**src/rtl/sseg_pkg.sv**
```systemverilog
// Shared types, segment tables and the pattern decoder for the 7-segment snoop path.
// Segment patterns are active low and ordered {a,b,c,d,e,f,g}; the decimal point is handled separately.
package sseg_pkg;

    typedef logic [6:0] seg7_t;

    // Result of decoding one digit pattern.
    typedef struct packed {
        logic [3:0] nibble;
        logic       is_blank;
        logic       is_valid;
    } seg_dec_t;

    localparam seg7_t SEG_BLANK = 7'b1111111;

    localparam seg7_t SEG_HEX [16] = '{
        7'b0000001,  // 0
        7'b1001111,  // 1
        7'b0010010,  // 2
        7'b0000110,  // 3
        7'b1001100,  // 4
        7'b0100100,  // 5
        7'b0100000,  // 6
        7'b0001111,  // 7
        7'b0000000,  // 8
        7'b0001100,  // 9
        7'b0001000,  // A
        7'b1100000,  // b
        7'b0110001,  // C
        7'b1000010,  // d
        7'b0110000,  // E
        7'b0111000   // F
    };

    // Map a segment pattern back to its hex nibble; a dark digit decodes as nibble 0 with is_blank set.
    function automatic seg_dec_t decode(input seg7_t pattern);
        seg_dec_t r;
        r.nibble   = 4'h0;
        r.is_blank = 1'b0;
        r.is_valid = 1'b0;
        if (pattern == SEG_BLANK) begin
            r.is_blank = 1'b1;
            r.is_valid = 1'b1;
        end else begin
            for (int i = 0; i < 16; i++) begin
                if (pattern == SEG_HEX[i]) begin
                    r.nibble   = 4'(i);
                    r.is_valid = 1'b1;
                end
            end
        end
        return r;
    endfunction

endpackage

```
**src/rtl/sseg_digit_decode.sv**
```systemverilog
// Combinational wrapper around the package decoder so one digit pattern can be decoded as a block.
module sseg_digit_decode
    import sseg_pkg::*;
(
    input  seg7_t      pattern,
    output logic [3:0] nibble,
    output logic       is_blank,
    output logic       is_valid
);

    seg_dec_t dec;

    // Pure table lookup, no state.
    always_comb begin
        dec      = decode(pattern);
        nibble   = dec.nibble;
        is_blank = dec.is_blank;
        is_valid = dec.is_valid;
    end

endmodule

```
**src/rtl/sseg_capture.sv**
```systemverilog
// Receive side of a multiplexed active-low 7-segment bus: qualifies each digit dwell, decodes it and
// rebuilds the full display word. A frame is published only once every digit has been captured cleanly.
module sseg_capture
    import sseg_pkg::*;
#(
    parameter int DIGITS        = 4,
    parameter int STABLE_CYCLES = 8
) (
    input  logic                  clk,
    input  logic                  rst,
    input  logic [7:0]            seg,
    input  logic [DIGITS-1:0]     an,
    output logic [4*DIGITS-1:0]   value,
    output logic [DIGITS-1:0]     blank,
    output logic [DIGITS-1:0]     dp,
    output logic                  valid,
    output logic                  err
);

    localparam int            CW       = $clog2(STABLE_CYCLES + 1);
    localparam logic [CW-1:0] CNT_MAX  = CW'(STABLE_CYCLES);
    localparam logic [CW-1:0] CNT_FIRE = CW'(STABLE_CYCLES - 1);

    logic [7:0]          seg_s, seg_p;
    logic [DIGITS-1:0]   an_s, an_p;
    logic [CW-1:0]       cnt;
    logic [DIGITS-1:0]   seen;
    logic [4*DIGITS-1:0] sh_value;
    logic [DIGITS-1:0]   sh_blank;
    logic [DIGITS-1:0]   sh_dp;

    logic [DIGITS-1:0]   sel;
    logic                sel_ok;
    logic                same;
    logic                capture;
    logic                frame_full;
    logic                publish;
    logic [3:0]          dec_nibble;
    logic                dec_blank;
    logic                dec_ok;

    // Stage-0 sample of the bus plus a one-cycle-old copy for the stability compare.
    always_ff @(posedge clk or posedge rst) begin
        if (rst) begin
            seg_s <= 8'hFF;
            an_s  <= '1;
            seg_p <= 8'hFF;
            an_p  <= '1;
        end else begin
            seg_s <= seg;
            an_s  <= an;
            seg_p <= seg_s;
            an_p  <= an_s;
        end
    end

    // Select qualification and capture strobe; exactly one active-low enable is a usable dwell.
    always_comb begin
        sel        = ~an_s;
        sel_ok     = (sel != '0) && ((sel & (sel - DIGITS'(1))) == '0);
        same       = (seg_s == seg_p) && (an_s == an_p);
        capture    = sel_ok && same && (cnt == CNT_FIRE);
        frame_full = &seen;
        publish    = frame_full && !capture;
    end

    sseg_digit_decode u_decode (
        .pattern  (seg_s[7:1]),
        .nibble   (dec_nibble),
        .is_blank (dec_blank),
        .is_valid (dec_ok)
    );

    // Dwell counter: counts identical samples, saturates so capture fires once per dwell.
    always_ff @(posedge clk or posedge rst) begin
        if (rst) begin
            cnt <= '0;
        end else if (sel_ok && same) begin
            if (cnt != CNT_MAX) begin
                cnt <= cnt + CW'(1);
            end
        end else begin
            cnt <= '0;
        end
    end

    // Frame assembly: shadow digit slots and the mask of digits seen in this frame.
    always_ff @(posedge clk or posedge rst) begin
        if (rst) begin
            seen     <= '0;
            sh_value <= '0;
            sh_blank <= '1;
            sh_dp    <= '0;
        end else if (capture) begin
            if (dec_ok) begin
                seen <= seen | sel;
                for (int i = 0; i < DIGITS; i++) begin
                    if (sel[i]) begin
                        sh_value[4*i +: 4] <= dec_nibble;
                        sh_blank[i]        <= dec_blank;
                        sh_dp[i]           <= ~seg_s[0];
                    end
                end
            end else begin
                // A corrupt dwell poisons the whole frame.
                seen <= '0;
            end
        end else if (frame_full) begin
            seen <= '0;
        end
    end

    // Published word and status pulses; the output word only moves on a clean frame.
    always_ff @(posedge clk or posedge rst) begin
        if (rst) begin
            value <= '0;
            blank <= '1;
            dp    <= '0;
            valid <= 1'b0;
            err   <= 1'b0;
        end else begin
            valid <= publish;
            err   <= capture && !dec_ok;
            if (publish) begin
                value <= sh_value;
                blank <= sh_blank;
                dp    <= sh_dp;
            end
        end
    end

endmodule
```
**config.mk**
```make
export PLATFORM = sky130hd
export DESIGN_NAME = sseg_capture
export DESIGN_NICKNAME = d
export VERILOG_FILES = /design/src/rtl/sseg_pkg.sv /design/src/rtl/sseg_digit_decode.sv /design/src/rtl/sseg_capture.sv
export SDC_FILE = /design/constraint.sdc
export NUM_CORES = 1
export LEC_CHECK = 0
export BUFFER_PORTS_ARGS = -buffer_cell sky130_fd_sc_hd__buf_2
export CORE_MARGIN = 2
export CORE_UTILIZATION = 53
export DETAILED_ROUTE_END_ITERATION = 12
export GPL_ROUTABILITY_DRIVEN = 0
export PLACE_DENSITY = 0.73
export REMOVE_ABC_BUFFERS = 1
export SYNTH_ARGS = -nofsm -noshare
export SYNTH_HDL_FRONTEND = slang
export SYNTH_SLANG_ARGS = --single-unit
```
**constraint.sdc**
```tcl
create_clock -name clk -period 3.6 [get_ports clk]
set_input_delay 0 -clock clk [delete_from_list [all_inputs] [get_ports clk]]
set_output_delay 0 -clock clk [all_outputs]
set_load 0.1 [all_outputs]
```
==> Word-level counts from Yosys, hierarchy flattened <==
Index checks and enable logic that the tools add are counted.
Widths: inputs -> output; s select.
{ "op_classes": {"add_sub_neg": 2, "eq_ne": 21, "muxes": 39, "bitwise": 4, "n_reduce_logical": 17} }
{ "ops": {"columns": ["op", "n"], "rows": [
  ["$mux 4", 14],
  ["$eq 7x6->1 const B", 5],
  ["$eq 7x7->1 const B", 5],
  ["$eq 7x4->1 const B", 3],
  ["$mux 1", 19],
  ["$mux 3", 4],
  ["$reduce_and 3->1", 4],
  ["$eq 8x8->1", 1],
  ["$eq 7x1->1 const B", 1],
  ["$eq 7x3->1 const B", 1],
  ["$eq 7x5->1 const B", 1],
  ["$logic_not 7->1", 1],
  ["$logic_and 1x1->1", 6],
  ["$add 4x1->4 const B", 1],
  ["$and 4x4->4", 1],
  ["$eq 4x3->1 const B", 1],
  ["$eq 4x4->1", 1],
  ["$logic_not 4->1", 1],
  ["$mux 2", 2],
  ["$ne 4x4->1 const B", 1],
  ["$not 4->4", 1],
  ["$or 4x4->4", 1],
  ["$reduce_and 4->1", 1],
  ["$reduce_bool 4->1", 1],
  ["5 further kinds", 6]
]} }
{ "word_totals": {"regBits": 82, "in_bits": 14, "out_inout_bits": 26, "wordCells": 106} }

==> Depth between registers and ports, before layout <==
{ "logic_depth": {"word_depth": 20, "mapped_depth": 10, "mapped_depth_nobuf": 6} }

==> Cells and area by module <==
A second synthesis with hierarchy kept.
{ "unflattened": {"cells_unflattened": 267, "area_unflattened_um2": 3668.5} }
{ "by_module_without_submodules": {"columns": ["module", "instances", "cells_per_inst", "area_each_um2", "seq_area_each_um2"], "rows": [
  ["sseg_capture", 1, 203, 3269.4, 2092.0],
  ["sseg_digit_decode", 1, 64, 399.1, 0.0]
]} }

==> Worst setup path before layout <==
OpenSTA, ideal clock, no wires.
{ "synth_timing": {"kind": "reg-to-reg", "from": "register seg_s[4]", "to": "register value[0]", "setup_time_ns": 0.126, "t_arrival_ns": 2.389, "t_required_ns": 3.474, "path_slack_ns": 1.085, "stages_incl_launch_ff": 11, "n_path_buf": 4, "period_less_slack_ns": 2.515, "cell_sequence": "dfstp_2 clkbuf_1 xor2_1 nor4_1 o311ai_1 nand4bb_1 buf_4 and2_4 buf_6 buf_6 mux2_4"} }
{ "synth_between": {"elab_chain_len": 6} }
{ "synth_lines": {"columns": ["element", "line", "text"], "rows": [
  ["start, declared", "sseg_capture.sv:24", "logic [7:0] seg_s, seg_p;"],
  ["start signal, assigned", "sseg_capture.sv:50", "seg_s <= seg;"],
  ["$eq 8x8->1", "sseg_capture.sv:61", "same = (seg_s == seg_p) && (an_s == an_p);"],
  ["$logic_and 1x1->1", "sseg_capture.sv:61", null],
  ["$logic_and 1x1->1 (2 in series)", "sseg_capture.sv:62", "capture = sel_ok && same && (cnt == CNT_FIRE);"],
  ["$logic_not 1->1", "sseg_capture.sv:64", "publish = frame_full && !capture;"],
  ["$logic_and 1x1->1", "sseg_capture.sv:64", null],
  ["end signal, assigned", "sseg_capture.sv:125", "value <= sh_value;"],
  ["end, declared", "sseg_capture.sv:13", "output logic [4*DIGITS-1:0] value,"]
]} }
No other way between the ends.
A chain may end at the register's enable or synchronous reset.

==> Worst setup path in the final report <==
{ "layout_timing": {"from": "register seg_s[2]", "to": "register sh_value[8]"} }
{ "layout_between": {"elab_chain_len": 19, "word_cells_on_any_way": 55, "classes_between": "eq/ne: 17; mux: 33; reduce/logical: 5"} }
{ "layout_lines": {"columns": ["element", "line", "text"], "rows": [
  ["$eq 7x1->1", "sseg_pkg.sv:46", "if (pattern == SEG_HEX[i]) begin"],
  ["$mux 1 (16 in series)", "sseg_pkg.sv:46", null],
  ["$mux 1", "sseg_pkg.sv:41", "if (pattern == SEG_BLANK) begin"],
  ["$reduce_and 3->1 (no line)", null, null],
  ["end signal, assigned by index", "sseg_capture.sv:99", "sh_value[4*i +: 4] <= dec_nibble;"],
  ["end, declared", "sseg_capture.sv:28", "logic [4*DIGITS-1:0] sh_value;"]
]} }
Parallel ways exist; a longest one is shown, timed or not.

==> impl_metrics.json <==
{
  "final_cell_mix": "dfrtp_1 (50), buf_2 (39), dfstp_2 (32)",
  "syn_to_final_growth_pct": 15.3,
  "antenna_found_initial": 0,
  "fmax_mhz": 355,
  "final_cells": 401,
  "fin_crit_sh": 0.783,
  "final_common_cell": "dfrtp_1",
  "max_cap_viol_count": 0,
  "first_iter_violations": 152,
  "io_buffers": 39,
  "grt_pass1_wl_um": 11000,
  "slew_headroom": 0.372,
  "drt-total-wl_um": 6580,
  "clock-skew-final_ps": 8.61,
  "reg2reg_depth": 6,
  "cp-start-kind": "register",
  "clockBufferDepth": 2,
  "drt-pass1-iter-count": 4,
  "rows": 29,
  "yosys.area_share.simple": 0.110,
  "htreeDepth": 3,
  "synth_flop_cell": "dfrtp_1",
  "synthMuxAreaShare": 0.128,
  "power.leakage_nw": 1.87,
  "cts_sinks": 82,
  "num_vias": 2274,
  "drive_above_1_share": 0.389,
  "insertion_delay_ps": 360,
  "p_per_area_nw_per_um2": 424,
  "fin_nets": 335,
  "postCtsSetupBuffers": 0,
  "syn_inst": 271,
  "grt_start_max_net_pins": 47,
  "detail-route-antenna-nets": 0,
  "hold_class": "in2async",
  "cp.required_ps": 3790,
  "arrival_ps": 3010,
  "worst_slew_pin_slew_ps": 936,
  "insertedDiodeCount": 0,
  "synth-compound-area-share": 0.103,
  "core_area_um2": 6460,
  "syn_area_um2": 3580,
  "synthDominantCellAreaShare": 0.349,
  "dieArea_um2": 7430,
  "finalHoldViolCount": 0,
  "synthArstFlopShare": 1.00,
  "finalMaxSlewViolations": 0,
  "synth_area_leaders": "dfrtp_1 (35%), dfstp_2 (23%), mux2_4 (8.0%)",
  "path_class": "reg2reg",
  "yosysUniqueCellTypes": 47,
  "wire_per_inst_um": 16.4,
  "ys_ff_latch": 82,
  "status": "finished clean",
  "die_x_um": 86.2,
  "io_pins": 40,
  "critPathCaptureType": "register",
  "overflow": 0,
  "rsz0062_at_grt": "false",
  "cts.clk_slew.worst_paths_ps": 90,
  "synth_adder_area_share": 0.00699,
  "yosysWarnings": 0,
  "ys_seq_area_frac": 0.584,
  "synth-edff-count": 0,
  "synth_top_family_by_area": "multiplexers",
  "post_cts_resize_count": 0,
  "cpMaxStageDelayCell": "a311oi_1",
  "start_util": 0.554,
  "slowest_delay_ps": 780,
  "setup-tns-final_ps": 0,
  "drcViolationCount": 0,
  "dp_hpwl_um": 4360,
  "syn_area_per_cell_um2": 13.2,
  "root_buffer": "clkbuf_8",
  "dp.cells": 372,
  "grt_pass1_vias": 2244,
  "cts_tree": "done",
  "synthXorXnorAreaFrac": 0.0318,
  "grt_use_total": 0.197,
  "die_h_um": 86.2,
  "viasPerCell": 5.67,
  "crit_chain": "nand2b_1, or4_1, a21oi_1, a211oi_2, a311oi_1, a2bb2oi_1",
  "finalSetupViolCount": 0,
  "crit_path_max_fanout": 11,
  "numCtsBuffers": 9,
  "min_period_ps": 2820,
  "ir_worst_vdd_mv": 0.329,
  "synth_top_cell_by_area": "dfrtp_1"
}
[cell type report]
type                       instances  area (µm²)
clock inverter                     6        73.8
clock buffer                      10         138
multi-input combinational        164        1360
sequential                        82        2090
fill                             485        2330
tap                               77        96.3
inverter                           8        31.3
timing repair buffer              54         340
[what timing repair did]
| action | CTS | global route |
|---|---|---|
| hold endpoints to repair | 34 | 0 |
| endpoints found under the setup margin | 0 | 0 |
| hold buffers | 13 | 0 |
[flip-flops by register name, summed over array words and instances (netlist names)]
register and flops:
valid 1, an_p 4, seg_s 8, dp 4
cnt 4, blank 4, sh_dp 4, seg_p 8
sh_value 16, sh_blank 4, seen 4, err 1
value 16, an_s 4
[synth_stat cells (2+ instances only)]
| master | count |
|---|---|
| o21ai_0 | 3 |
| inv_1 | 8 |
| buf_6 | 4 |
| nand3_1 | 5 |
| nor4_1 | 4 |
| a2bb2oi_1 | 12 |
| nor3_2 | 4 |
| buf_2 | 2 |
| mux2_2 | 11 |
| and3b_1 | 2 |
| and4_1 | 4 |
| mux2_4 | 19 |
| o21a_1 | 5 |
| xnor2_1 | 4 |
| dfrtp_1 | 50 |
| nor2b_1 | 2 |
| xor2_1 | 9 |
| and2_1 | 2 |
| o31a_1 | 2 |
| ha_1 | 2 |
| or4_1 | 2 |
| nand2b_1 | 4 |
| dfstp_2 | 32 |
| o31ai_1 | 11 |
| clkbuf_1 | 9 |
| nor3_1 | 6 |
| o211ai_1 | 4 |
| a21oi_1 | 7 |
| nand4_1 | 2 |
| nor2_1 | 13 |
| mux2i_1 | 5 |
| nand2_1 | 7 |
[through the flow]
step,area [µm²],worst slack [ps],total power [mW],hold slack (ps),util
floorplan,3480,788,1.03,4.48,-
global placement,3790,909,1.06,86.6,0.587
detailed placement,3790,871,1.06,102,0.587
CTS,4130,863,1.77,255,0.639
global route,4130,642,1.82,278,0.639
finish,4130,782,1.75,262,0.639
[metal layers]
metal	track usage	routed length [µm]	up-vias	share of wire
li1	-	-	1074	-
met1	0.271	3100	1134	0.47
met2	0.294	3090	56	0.47
met3	0.0410	249	10	0.038
met4	0.112	136	0	0.021
met5	0	0	-	0
[worst max-delay path, delay by kind of cell, from the launching register on]
kind,cells,cell delay [ps]
compound gates,4,1430
simple gates,2,560
flops,1,650
[where the power goes]
| group | switching (mW) | internal [mW] |
|---|---|---|
| Combinational | 0.0455 | 0.0343 |
| Clock | 0.351 | 0.348 |
| Sequential | 0.0276 | 0.947 |
| Total | 0.424 | 1.33 |
[path summary, 6_finish.rpt]
path | startpoint | endpoint | slack [ps]
max | seg_s[2] | sh_value[8] | 780
max reg2reg | seg_s[2] | sh_value[8] | 780
min in group clk | an[1] | an_s[1] | 280
max in group asynchronous | rst | sh_blank[3] | 2370
min reg2reg | seg_s[0] | seg_p[0] | 420
min | rst | sh_value[1] | 260
[cells by family (layout without fill, tap and decap cells)]
kind of cell / after synthesis / count (layout)
xor+xnor: 13 / 13
buf+inv: 25 / 78
compound gates: 49 / 49
fa+ha+maj: 2 / 2
simple gates: 65 / 65
mux: 35 / 35
flops: 82 / 82
Power figures use the tool's default switching activity.
